--- src/rtl/hdmi_audio_pkg.sv ---
// rtl/hdmi_audio_pkg.sv - shared constants, state type and parity helper for the HDMI audio packetizer
package hdmi_audio_pkg;

    localparam logic [7:0] AUDIO_SAMPLE_PACKET = 8'h02;
    localparam int         IEC60958_BLOCK_FRAMES = 192;
    localparam logic [7:0] LAST_FRAME_INDEX = 8'(IEC60958_BLOCK_FRAMES - 1);

    // Channel-status field offsets within the 192-bit block
    localparam logic [7:0] CS_CATEGORY_LSB    = 8'd8;
    localparam logic [7:0] CS_CHANNEL_LSB     = 8'd20;
    localparam logic [7:0] CS_FREQ_LSB        = 8'd24;
    localparam logic [7:0] CS_WORD_LENGTH_LSB = 8'd32;

    localparam logic [3:0] LEFT_CHANNEL_NUMBER  = 4'd1;
    localparam logic [3:0] RIGHT_CHANNEL_NUMBER = 4'd2;

    // Subpacket byte 6 bit positions
    localparam int B6_VL = 0;
    localparam int B6_UL = 1;
    localparam int B6_CL = 2;
    localparam int B6_PL = 3;
    localparam int B6_VR = 4;
    localparam int B6_UR = 5;
    localparam int B6_CR = 6;
    localparam int B6_PR = 7;

    localparam logic VALIDITY_BIT = 1'b0;
    localparam logic USER_BIT     = 1'b0;

    typedef enum logic [1:0] {
        ST_FILL,
        ST_READ_WAIT,
        ST_OFFER
    } packetizerState_t;

    // The low 8 bits of the 24-bit field are zero, so they do not change parity
    function automatic logic evenParity(input logic [15:0] sample, input logic v, input logic u,
                                        input logic c);
        return ^{sample, v, u, c};
    endfunction

endpackage

--- src/rtl/iec60958_status_bit.sv ---
// rtl/iec60958_status_bit.sv - IEC 60958 consumer channel-status bit for one frame and channel
module iec60958_status_bit
    import hdmi_audio_pkg::*;
(
    input  logic [7:0] frameIndex,
    input  logic       rightChannel,
    input  logic [7:0] categoryCode,
    input  logic [3:0] samplingFreq,
    input  logic [3:0] wordLength,
    output logic       statusBit
);

    logic [7:0] categoryOffset;
    logic [7:0] channelOffset;
    logic [7:0] freqOffset;
    logic [7:0] lengthOffset;
    logic [3:0] channelNumber;

    // Frames below a field's base wrap to large offsets and fall outside the field
    assign categoryOffset = frameIndex - CS_CATEGORY_LSB;
    assign channelOffset  = frameIndex - CS_CHANNEL_LSB;
    assign freqOffset     = frameIndex - CS_FREQ_LSB;
    assign lengthOffset   = frameIndex - CS_WORD_LENGTH_LSB;
    assign channelNumber  = rightChannel ? RIGHT_CHANNEL_NUMBER : LEFT_CHANNEL_NUMBER;

    always_comb begin
        statusBit = 1'b0;
        if (categoryOffset < 8'd8) begin
            statusBit = categoryCode[categoryOffset[2:0]];
        end else if (channelOffset < 8'd4) begin
            statusBit = channelNumber[channelOffset[1:0]];
        end else if (freqOffset < 8'd4) begin
            statusBit = samplingFreq[freqOffset[1:0]];
        end else if (lengthOffset < 8'd4) begin
            statusBit = wordLength[lengthOffset[1:0]];
        end
    end

endmodule

--- src/rtl/hdmi_audio_sample_packetizer.sv ---
// rtl/hdmi_audio_sample_packetizer.sv - groups FIFO PCM samples into HDMI audio sample packets
module hdmi_audio_sample_packetizer
    import hdmi_audio_pkg::*;
#(
    parameter int SAMPLES_PER_PACKET = 4
) (
    input  logic        pixelClock,
    input  logic        asyncResetN,
    input  logic        sampleFifoEmpty,
    input  logic [31:0] sampleFifoReadData,
    output logic        sampleFifoReadEnable,
    input  logic        flush,
    input  logic [7:0]  spdifCategoryCode,
    input  logic [3:0]  spdifSamplingFreq,
    input  logic [3:0]  spdifWordLength,
    output logic        packetValid,
    input  logic        packetReady,
    output logic [23:0] header,
    output logic [55:0] subpacket0,
    output logic [55:0] subpacket1,
    output logic [55:0] subpacket2,
    output logic [55:0] subpacket3
);

    localparam logic [2:0] SPP_COUNT = 3'(SAMPLES_PER_PACKET);

    packetizerState_t state;
    packetizerState_t stateNext;
    logic [2:0]  count;
    logic [7:0]  frameIndex;
    logic        flushPending;
    logic [55:0] slotData [4];
    logic [3:0]  blockStart;
    logic [3:0]  samplePresent;

    logic popNow;
    logic capture;
    logic accept;

    logic [15:0] leftSample;
    logic [15:0] rightSample;
    logic        leftStatus;
    logic        rightStatus;
    logic [7:0]  byte6;
    logic [55:0] newSubpacket;

    assign leftSample  = sampleFifoReadData[31:16];
    assign rightSample = sampleFifoReadData[15:0];

    iec60958_status_bit leftStatusBit (
        .frameIndex   (frameIndex),
        .rightChannel (1'b0),
        .categoryCode (spdifCategoryCode),
        .samplingFreq (spdifSamplingFreq),
        .wordLength   (spdifWordLength),
        .statusBit    (leftStatus)
    );

    iec60958_status_bit rightStatusBit (
        .frameIndex   (frameIndex),
        .rightChannel (1'b1),
        .categoryCode (spdifCategoryCode),
        .samplingFreq (spdifSamplingFreq),
        .wordLength   (spdifWordLength),
        .statusBit    (rightStatus)
    );

    always_comb begin
        byte6        = '0;
        byte6[B6_VL] = VALIDITY_BIT;
        byte6[B6_UL] = USER_BIT;
        byte6[B6_CL] = leftStatus;
        byte6[B6_PL] = evenParity(leftSample, VALIDITY_BIT, USER_BIT, leftStatus);
        byte6[B6_VR] = VALIDITY_BIT;
        byte6[B6_UR] = USER_BIT;
        byte6[B6_CR] = rightStatus;
        byte6[B6_PR] = evenParity(rightSample, VALIDITY_BIT, USER_BIT, rightStatus);
    end

    assign newSubpacket = {byte6, rightSample, 8'h00, leftSample, 8'h00};

    always_comb begin
        stateNext = state;
        popNow    = 1'b0;
        capture   = 1'b0;
        accept    = 1'b0;
        unique case (state)
            ST_FILL: begin
                // A flush beats a pop so the closing packet never grows by one more sample
                if ((flush || flushPending) && count != 3'd0) begin
                    stateNext = ST_OFFER;
                end else if (!sampleFifoEmpty && count < SPP_COUNT) begin
                    popNow    = 1'b1;
                    stateNext = ST_READ_WAIT;
                end
            end
            ST_READ_WAIT: begin
                capture   = 1'b1;
                stateNext = (count + 3'd1 == SPP_COUNT) ? ST_OFFER : ST_FILL;
            end
            ST_OFFER: begin
                if (packetReady) begin
                    accept    = 1'b1;
                    stateNext = ST_FILL;
                end
            end
            default: stateNext = ST_FILL;
        endcase
    end

    always_ff @(posedge pixelClock or negedge asyncResetN) begin
        if (!asyncResetN) begin
            state        <= ST_FILL;
            count        <= 3'd0;
            frameIndex   <= 8'd0;
            flushPending <= 1'b0;
            blockStart   <= 4'd0;
            for (int n = 0; n < 4; n++) begin
                slotData[n] <= '0;
            end
        end else begin
            state <= stateNext;
            if (capture) begin
                for (int n = 0; n < 4; n++) begin
                    if (count == 3'(n)) begin
                        slotData[n]   <= newSubpacket;
                        blockStart[n] <= (frameIndex == 8'd0);
                    end
                end
                count      <= count + 3'd1;
                frameIndex <= (frameIndex == LAST_FRAME_INDEX) ? 8'd0 : frameIndex + 8'd1;
            end else if (accept) begin
                count      <= 3'd0;
                blockStart <= 4'd0;
                for (int n = 0; n < 4; n++) begin
                    slotData[n] <= '0;
                end
            end
            if (capture && flush) begin
                flushPending <= 1'b1;
            end else if (state == ST_FILL || accept) begin
                flushPending <= 1'b0;
            end
        end
    end

    always_comb begin
        samplePresent = '0;
        for (int n = 0; n < 4; n++) begin
            samplePresent[n] = (3'(n) < count);
        end
    end

    // Gated by reset so the pop strobe is low the instant reset asserts
    assign sampleFifoReadEnable = popNow & asyncResetN;
    assign packetValid          = (state == ST_OFFER);
    assign header     = packetValid ? {blockStart, 4'h0, 4'h0, samplePresent, AUDIO_SAMPLE_PACKET}
                                    : 24'h0;
    assign subpacket0 = packetValid ? slotData[0] : 56'h0;
    assign subpacket1 = packetValid ? slotData[1] : 56'h0;
    assign subpacket2 = packetValid ? slotData[2] : 56'h0;
    assign subpacket3 = packetValid ? slotData[3] : 56'h0;

endmodule

--- config.mk ---
export PLATFORM = sky130hd
export DESIGN_NAME = hdmi_audio_sample_packetizer
export DESIGN_NICKNAME = d
export VERILOG_FILES = /design/src/rtl/hdmi_audio_pkg.sv /design/src/rtl/iec60958_status_bit.sv /design/src/rtl/hdmi_audio_sample_packetizer.sv
export SDC_FILE = /design/constraint.sdc
export NUM_CORES = 1
export LEC_CHECK = 0
export CORE_MARGIN = 2
export CORE_UTILIZATION = 34
export DETAILED_ROUTE_END_ITERATION = 7
export PLACE_DENSITY_LB_ADDON = 0.15
export RECOVER_POWER = 25
export SYNTH_ARGS = -nofsm -noshare
export SYNTH_HDL_FRONTEND = slang
export SYNTH_SLANG_ARGS = --single-unit
--- constraint.sdc ---
create_clock -name pixelClock -period 2.3 [get_ports pixelClock]
set_input_delay 0.46 -clock pixelClock [delete_from_list [all_inputs] [get_ports pixelClock]]
set_output_delay 0.46 -clock pixelClock [all_outputs]
set_load 0.005 [all_outputs]
==> Word level (Yosys, flattened, before mapping) <==
Index checks and enable logic that the tools add are counted.
{ "totals": {"register_bits": 242, "wordCells": 113, "input_bits": 53, "output_inout_bits": 250} }
{ "classes": {"reduce_logical": 19, "muxes": 49, "magnitude_cmp": 13, "bitwise": 1, "eq_ne": 13, "addsub": 6} }
{ "op_table": {"columns": ["cell", "count"], "rows": [
  ["$mux 224", 2],
  ["$mux 56", 8],
  ["$reduce_xor 19->1", 2],
  ["$lt 8x3->1 const B", 3],
  ["$mux 24", 1],
  ["$mux 1", 23],
  ["$sub 8x5->8 const B", 2],
  ["$ne 2x1->1 const B", 5],
  ["$reduce_and 2->1", 5],
  ["$lt 2x3->1 const B", 3],
  ["$add 8x1->8 const B", 1],
  ["$bmux 1 s2", 4],
  ["$eq 8x8->1 const B", 1],
  ["$logic_not 8->1", 1],
  ["$lt 8x4->1 const B", 1],
  ["$mux 2", 4],
  ["$mux 4", 2],
  ["$mux 8", 1],
  ["$sub 8x4->8 const B", 1],
  ["$sub 8x6->8 const B", 1],
  ["$eq 3x2->1 const B", 2],
  ["$lt 1x3->1 const A", 2],
  ["$lt 2x3->1 const A", 2],
  ["$mux 3", 2],
  ["18 further kinds", 22]
]} }

==> Logic depth before layout (Yosys ltp) <==
{ "depth": {"depth_word": 10, "depth_mapped": 10, "mapped_depth_nobuf": 8} }

==> By module <==
A second synthesis with hierarchy kept.
{ "hier_totals": {"cells_unflattened": 984, "area_unflattened_um2": 9203.8} }
{ "by_module_without_submodules": {"columns": ["mod", "instances", "area_each_um2", "seq_area_each_um2", "cells_per_inst"], "rows": [
  ["hdmi_audio_sample_packetizer", 1, 8445.6, 4053.9, 900],
  ["iec60958_status_bit", 2, 379.1, 0.0, 42]
]} }

==> Worst setup path before layout <==
OpenSTA, ideal clock, no wires.
{ "synth_timing": {"kind": "register to register", "startpoint": "register frameIndex[5]", "endpoint": "register slotData[218] (netlist name)", "slack_ns": -0.113, "path_stages_with_launch": 11, "arrival_ns": 2.317, "setup_time_ns": 0.095, "path_cell_list": "dfrtp_1 -> buf_2 -> inv_1 -> ha_1 -> or4b_1 -> a21oi_2 -> o21ai_2 -> mux2i_2 -> and2_1 -> buf_6 -> o31ai_1"} }
{ "synth_between": {"elab_chain_cells": 8, "elab_cells_between_ends": 14, "classes_between": "4 x add/sub; 4 x order compare; 6 x mux"} }
{ "synth_lines": {"columns": ["item", "line_no", "rtl"], "rows": [
  ["from (decl)", "hdmi_audio_sample_packetizer.sv:30", "logic [7:0] frameIndex;"],
  ["from (signal assigned)", "hdmi_audio_sample_packetizer.sv:131", "frameIndex <= (frameIndex == LAST_FRAME_INDEX) ? 8'd0 : frameIndex + 8'd1;"],
  ["$sub 8x6->8", "iec60958_status_bit.sv:23", "assign lengthOffset = frameIndex - CS_WORD_LENGTH_LSB;"],
  ["$lt 8x3->1", "iec60958_status_bit.sv:34", "end else if (lengthOffset < 8'd4) begin"],
  ["$mux 1", "iec60958_status_bit.sv:34", null],
  ["$mux 1", "iec60958_status_bit.sv:32", "end else if (freqOffset < 8'd4) begin"],
  ["$mux 1", "iec60958_status_bit.sv:30", "end else if (channelOffset < 8'd4) begin"],
  ["$mux 1 (*)", "iec60958_status_bit.sv:28", "if (categoryOffset < 8'd8) begin"],
  ["$mux 56 (*)", "hdmi_audio_sample_packetizer.sv:125", "if (count == 3'(n)) begin"],
  ["$mux 224 (*)", "hdmi_audio_sample_packetizer.sv:123", "if (capture) begin"],
  ["to (signal, indexed assignment)", "hdmi_audio_sample_packetizer.sv:126", "slotData[n] <= newSubpacket;"],
  ["to (decl)", "hdmi_audio_sample_packetizer.sv:32", "logic [55:0] slotData [4];"]
]} }
Every way passes the cells marked *; elsewhere a longest branch is shown, timed or not. The select of a mux whose other input is x is not followed.
A chain may end at the register's enable or synchronous reset.

==> Worst setup path in the final report <==
{ "layout_timing": {"startpoint": "register state[0]", "endpoint": "output port sampleFifoReadEnable"} }
{ "layout_between": {"elab_chain_cells": 3} }
{ "layout_lines": {"columns": ["item", "line_no", "rtl"], "rows": [
  ["from (decl)", "hdmi_audio_sample_packetizer.sv:27", "packetizerState_t state;"],
  ["from (signal assigned)", "hdmi_audio_sample_packetizer.sv:122", "state <= stateNext;"],
  ["$logic_not 2->1", "hdmi_audio_sample_packetizer.sv:87", "unique case (state)"],
  ["$mux 1", "hdmi_audio_sample_packetizer.sv:87", null],
  ["$and 1x1->1", "hdmi_audio_sample_packetizer.sv:155", "assign sampleFifoReadEnable = popNow & asyncResetN;"],
  ["to (decl)", "hdmi_audio_sample_packetizer.sv:11", "output logic sampleFifoReadEnable,"]
]} }
No other way between the ends.

==> impl_metrics.json <==
{
  "post_synth.cell_area_avg_sq_um": 8.92,
  "synth_async_sr_flop_share_pct": 100,
  "final_routed_wire_length_divided_by_cell_count_um": 17.4,
  "multi_input_area_sq_um": 4150,
  "path_buf_inv": 2,
  "final_net_count": 1283,
  "seq_area_frac_synth_pct": 46.4,
  "worst_setup_path_start_kind": "register",
  "total_of_fill_cells_in_the_finished_design": 2455,
  "core-area_sq_um": 25200,
  "run_status": "finished with violations",
  "wl_um": 27100,
  "drive_above_1_share_pct": 17.1,
  "regArea_sq_um": 4060,
  "critPathTopFamily": "buffers and inverters",
  "vias_in_the_first_global_route": 7275,
  "final.setup_skew_ns": 0.0133,
  "tritoncts": "built",
  "fmax_mhz": 415,
  "seq_power_share_pct": 33.8,
  "pre_cts_slack_ns": 0.000785,
  "power_leakage_nw": 6.85,
  "detail_route.iter0.violations": 316,
  "detail_route.vias_per_cell": 4.69,
  "hold_fix_buffer_count_after_cts": 0,
  "initial_antenna_violation_count": 0,
  "synthDistinctLibCells": 46,
  "power_switching_mw": 4.99,
  "cts.root.buffer_cell": "clkbuf_16",
  "slowest_stage": "clkdlybuf4s50_1",
  "syn-cell-area_sq_um": 8740,
  "num_io_pins": 303,
  "gpl.final_weighted_congestion": 0.789,
  "grt_first_pass_wirelength_um": 41200,
  "ys.warnings.count": 0,
  "slew_violations": 0,
  "gate_count_post_synth": 980,
  "rows": 58,
  "clockBufferDepth": 2,
  "cp.arrival_ns": 1.95,
  "ir_drop_mv": 0.528,
  "fin_crit_sh_pct": 105,
  "critical-path-max-stage-delay_ns": 0.49,
  "peak_fanout_along_the_critical_path": 6,
  "dpl_hpwl_um": 17700,
  "post-layout-total-power_mw": 13.3,
  "clk-insertion-delay-late_ns": 0.43,
  "p_per_area_nw_per_um2": 1070,
  "final_report_hold_violation_count": 0,
  "synth_enable_flop_cells": 0,
  "global_route_usage_over_all_layers_pct": 19.7,
  "postLayoutSetupSlackWorst_ns": -0.109,
  "vias": 7326,
  "cts.sinks": 162,
  "numCtsBuffers": 17,
  "power.clock.fraction_pct": 23.0,
  "detail_route.first_pass.iterations": 4,
  "setup_viol": 4,
  "remaining_drc_errors": 0,
  "hold_wc_path_type": "in -> async",
  "switching_share_pct": 37.6,
  "antenna_cells": 0,
  "timing.critical_path.to_type": "primary output",
  "timing_worst_slew_pin_value_ns": 1.34,
  "final.min_clock_period_ns": 2.41,
  "global_route.overflow_total": 0,
  "die_x_um": 164,
  "grt_max_degree": 92,
  "die_area_sq_um": 27000,
  "fp.dieH_um": 164,
  "grt_setup_unrepaired": "yes",
  "critPathKind": "reg -> out",
  "slew_headroom_pct": 10.5,
  "syn2layout_area_growth_pct": 42.0,
  "start_util_pct": 34.7,
  "cap_violations": 0,
  "cts.htree.levels": 4,
  "worst_path_cell_trace": "buf_4, nor4_2, and3_1, clkdlybuf4s50_1",
  "drt.antenna.violating_nets": 0,
  "io_buffers": 207,
  "cellInternalPower_mw": 8.29,
  "required_time_reported_for_the_critical_path_endpoint_ns": 1.84,
  "failed_checks": "setup timing",
  "cts_clock_pin_slew_for_the_worst_setup_and_hold_paths_ns": 0.08,
  "yosys_most_used_dff": "dfrtp_1",
  "ys_seq_elements": 162,
  "combPwrFrac_pct": 43.2
}
[state kept, by name, summed over array words and instances (netlist names)]
register and flops:
blockStart 4, count 3, flushPending 1, frameIndex 8
slotData 144, state 2
[final timing paths]
check / cells past startpoint / slack, ns / start / to
max: 4 / -0.11 / state[0]$_DFFE_PN0P_ / sampleFifoReadEnable
min in group pixelClock: 2 / 0.48 / slotData[201]$_DFFE_PN0P_ / slotData[201]$_DFFE_PN0P_
max reg2reg: 6 / 0.08 / state[1]$_DFFE_PN0P_ / slotData[176]$_DFFE_PN0P_
min reg2reg: 2 / 0.48 / slotData[201]$_DFFE_PN0P_ / slotData[201]$_DFFE_PN0P_
min: 2 / 0.31 / asyncResetN / slotData[210]$_DFFE_PN0P_
max in group asynchronous: 3 / 0.94 / asyncResetN / blockStart[0]$_DFFE_PN0P_
[layer usage]
metal	track usage, %	vias up	routed length (um)
met2	33.6	200	13300
met5	0	-	0
met3	2.90	20	1340
met4	4.70	0	410
met1	26.4	3505	12100
li1	-	3601	-
[cell usage after synthesis (all sizes together), types with 2 or more instances]
cell type,count,area share [%]
and2,4,0.29
dfrtp,162,46
o22ai,3,0.21
nor2b,3,0.21
ha,12,1.7
inv,12,0.52
nor2,17,0.73
clkbuf,66,2.8
o211ai,8,1.1
and3,150,11
nor3b,3,0.31
mux2,2,0.26
buf,103,8.8
xor2,6,0.60
mux2i,3,0.43
nand3,3,0.17
xnor2,33,3.3
nand2,203,8.7
nand4,11,0.79
o21ai,137,7.9
nor3,5,0.40
mux4,4,1.0
a21oi,9,0.56
o31ai,9,0.77
[area by class of cell]
class / count / area share (%)
clock buffers: 17 / 3.43
clock inverters: 15 / 1.66
inverters: 12 / 0.464
multi-input cells: 731 / 33.5
flip-flops and latches: 162 / 32.7
well taps: 330 / 3.33
repair buffers: 293 / 24.8
repair inverters: 1 / 0.131
[per-stage QoR]
| step | cell area [sq um] | TNS [ns] | instances | util [%] | hold WS (ns) |
|---|---|---|---|---|---|
| 2_1_floorplan | 9100 | 0 | 1074 | - | 0.164 |
| 3_3_place_gp | 11200 | 0 | 1495 | 44.5 | 0.454 |
| 3_5_place_dp | 11200 | 0 | 1495 | 44.5 | 0.464 |
| 4_1_cts | 12100 | -3.31 | 1544 | 48.1 | 0.106 |
| 5_1_grt | 12400 | -1.25 | 1561 | 49.3 | 0.385 |
| 6_report | 12400 | -0.236 | 1561 | 49.3 | 0.308 |
[power by group through the flow]
stage          clock, mW  sequential [mW]  combinational [mW]
3_5_place_dp           0             4.54                4.83
5_1_grt             3.25             4.64                6.36
4_1_cts             3.13             4.48                5.40
2_1_floorplan          0             4.32                2.72
3_3_place_gp           0             4.50                4.79
6_report            3.06             4.49                5.74
[what timing repair did]
| action | in CTS | in global routing |
|---|---|---|
| resized for setup | 148 | 134 |
| endpoints found under the setup margin | 157 | 62 |
| cloned | 10 | 5 |
| buffers inserted | 7 | 12 |
| pin swaps | 1 | 2 |
[cells by family after synthesis]
family,count (synthesis),share of synthesized area (%)
buffers and inverters,181,12.1
flip-flops,162,46.4
other,1,0.0429
AND/OR/NAND/NOR,407,23.2
adder cells (fa/ha/maj),12,1.72
AO/OA/AOI/OAI,169,10.9
multiplexers,9,1.72
XOR/XNOR,39,3.91
[placed cells by master, fill, tap and decap left out, types with 22 or more instances in the layout]
cell type	count
nand2_1	202
dfrtp_1	160
and3_1	136
o21ai_0	123
conb_1	95
dlygate4sd2_1	74
clkdlybuf4s50_1	53
buf_4	50
xnor2_1	33
clkdlybuf4s15_1	28
clkbuf_2	28
dlymetal6s2s_1	24
clkbuf_16	22
[worst reg2reg max path, delay by kind of cell (launching register included)]
family,cells,cell delay [ns]
AOI/OAI and AO/OA,1,0.22
buffers and inverters,3,0.81
DFF,1,0.53
and+or+nand+nor,2,0.58
Power figures use the tool's default switching activity.
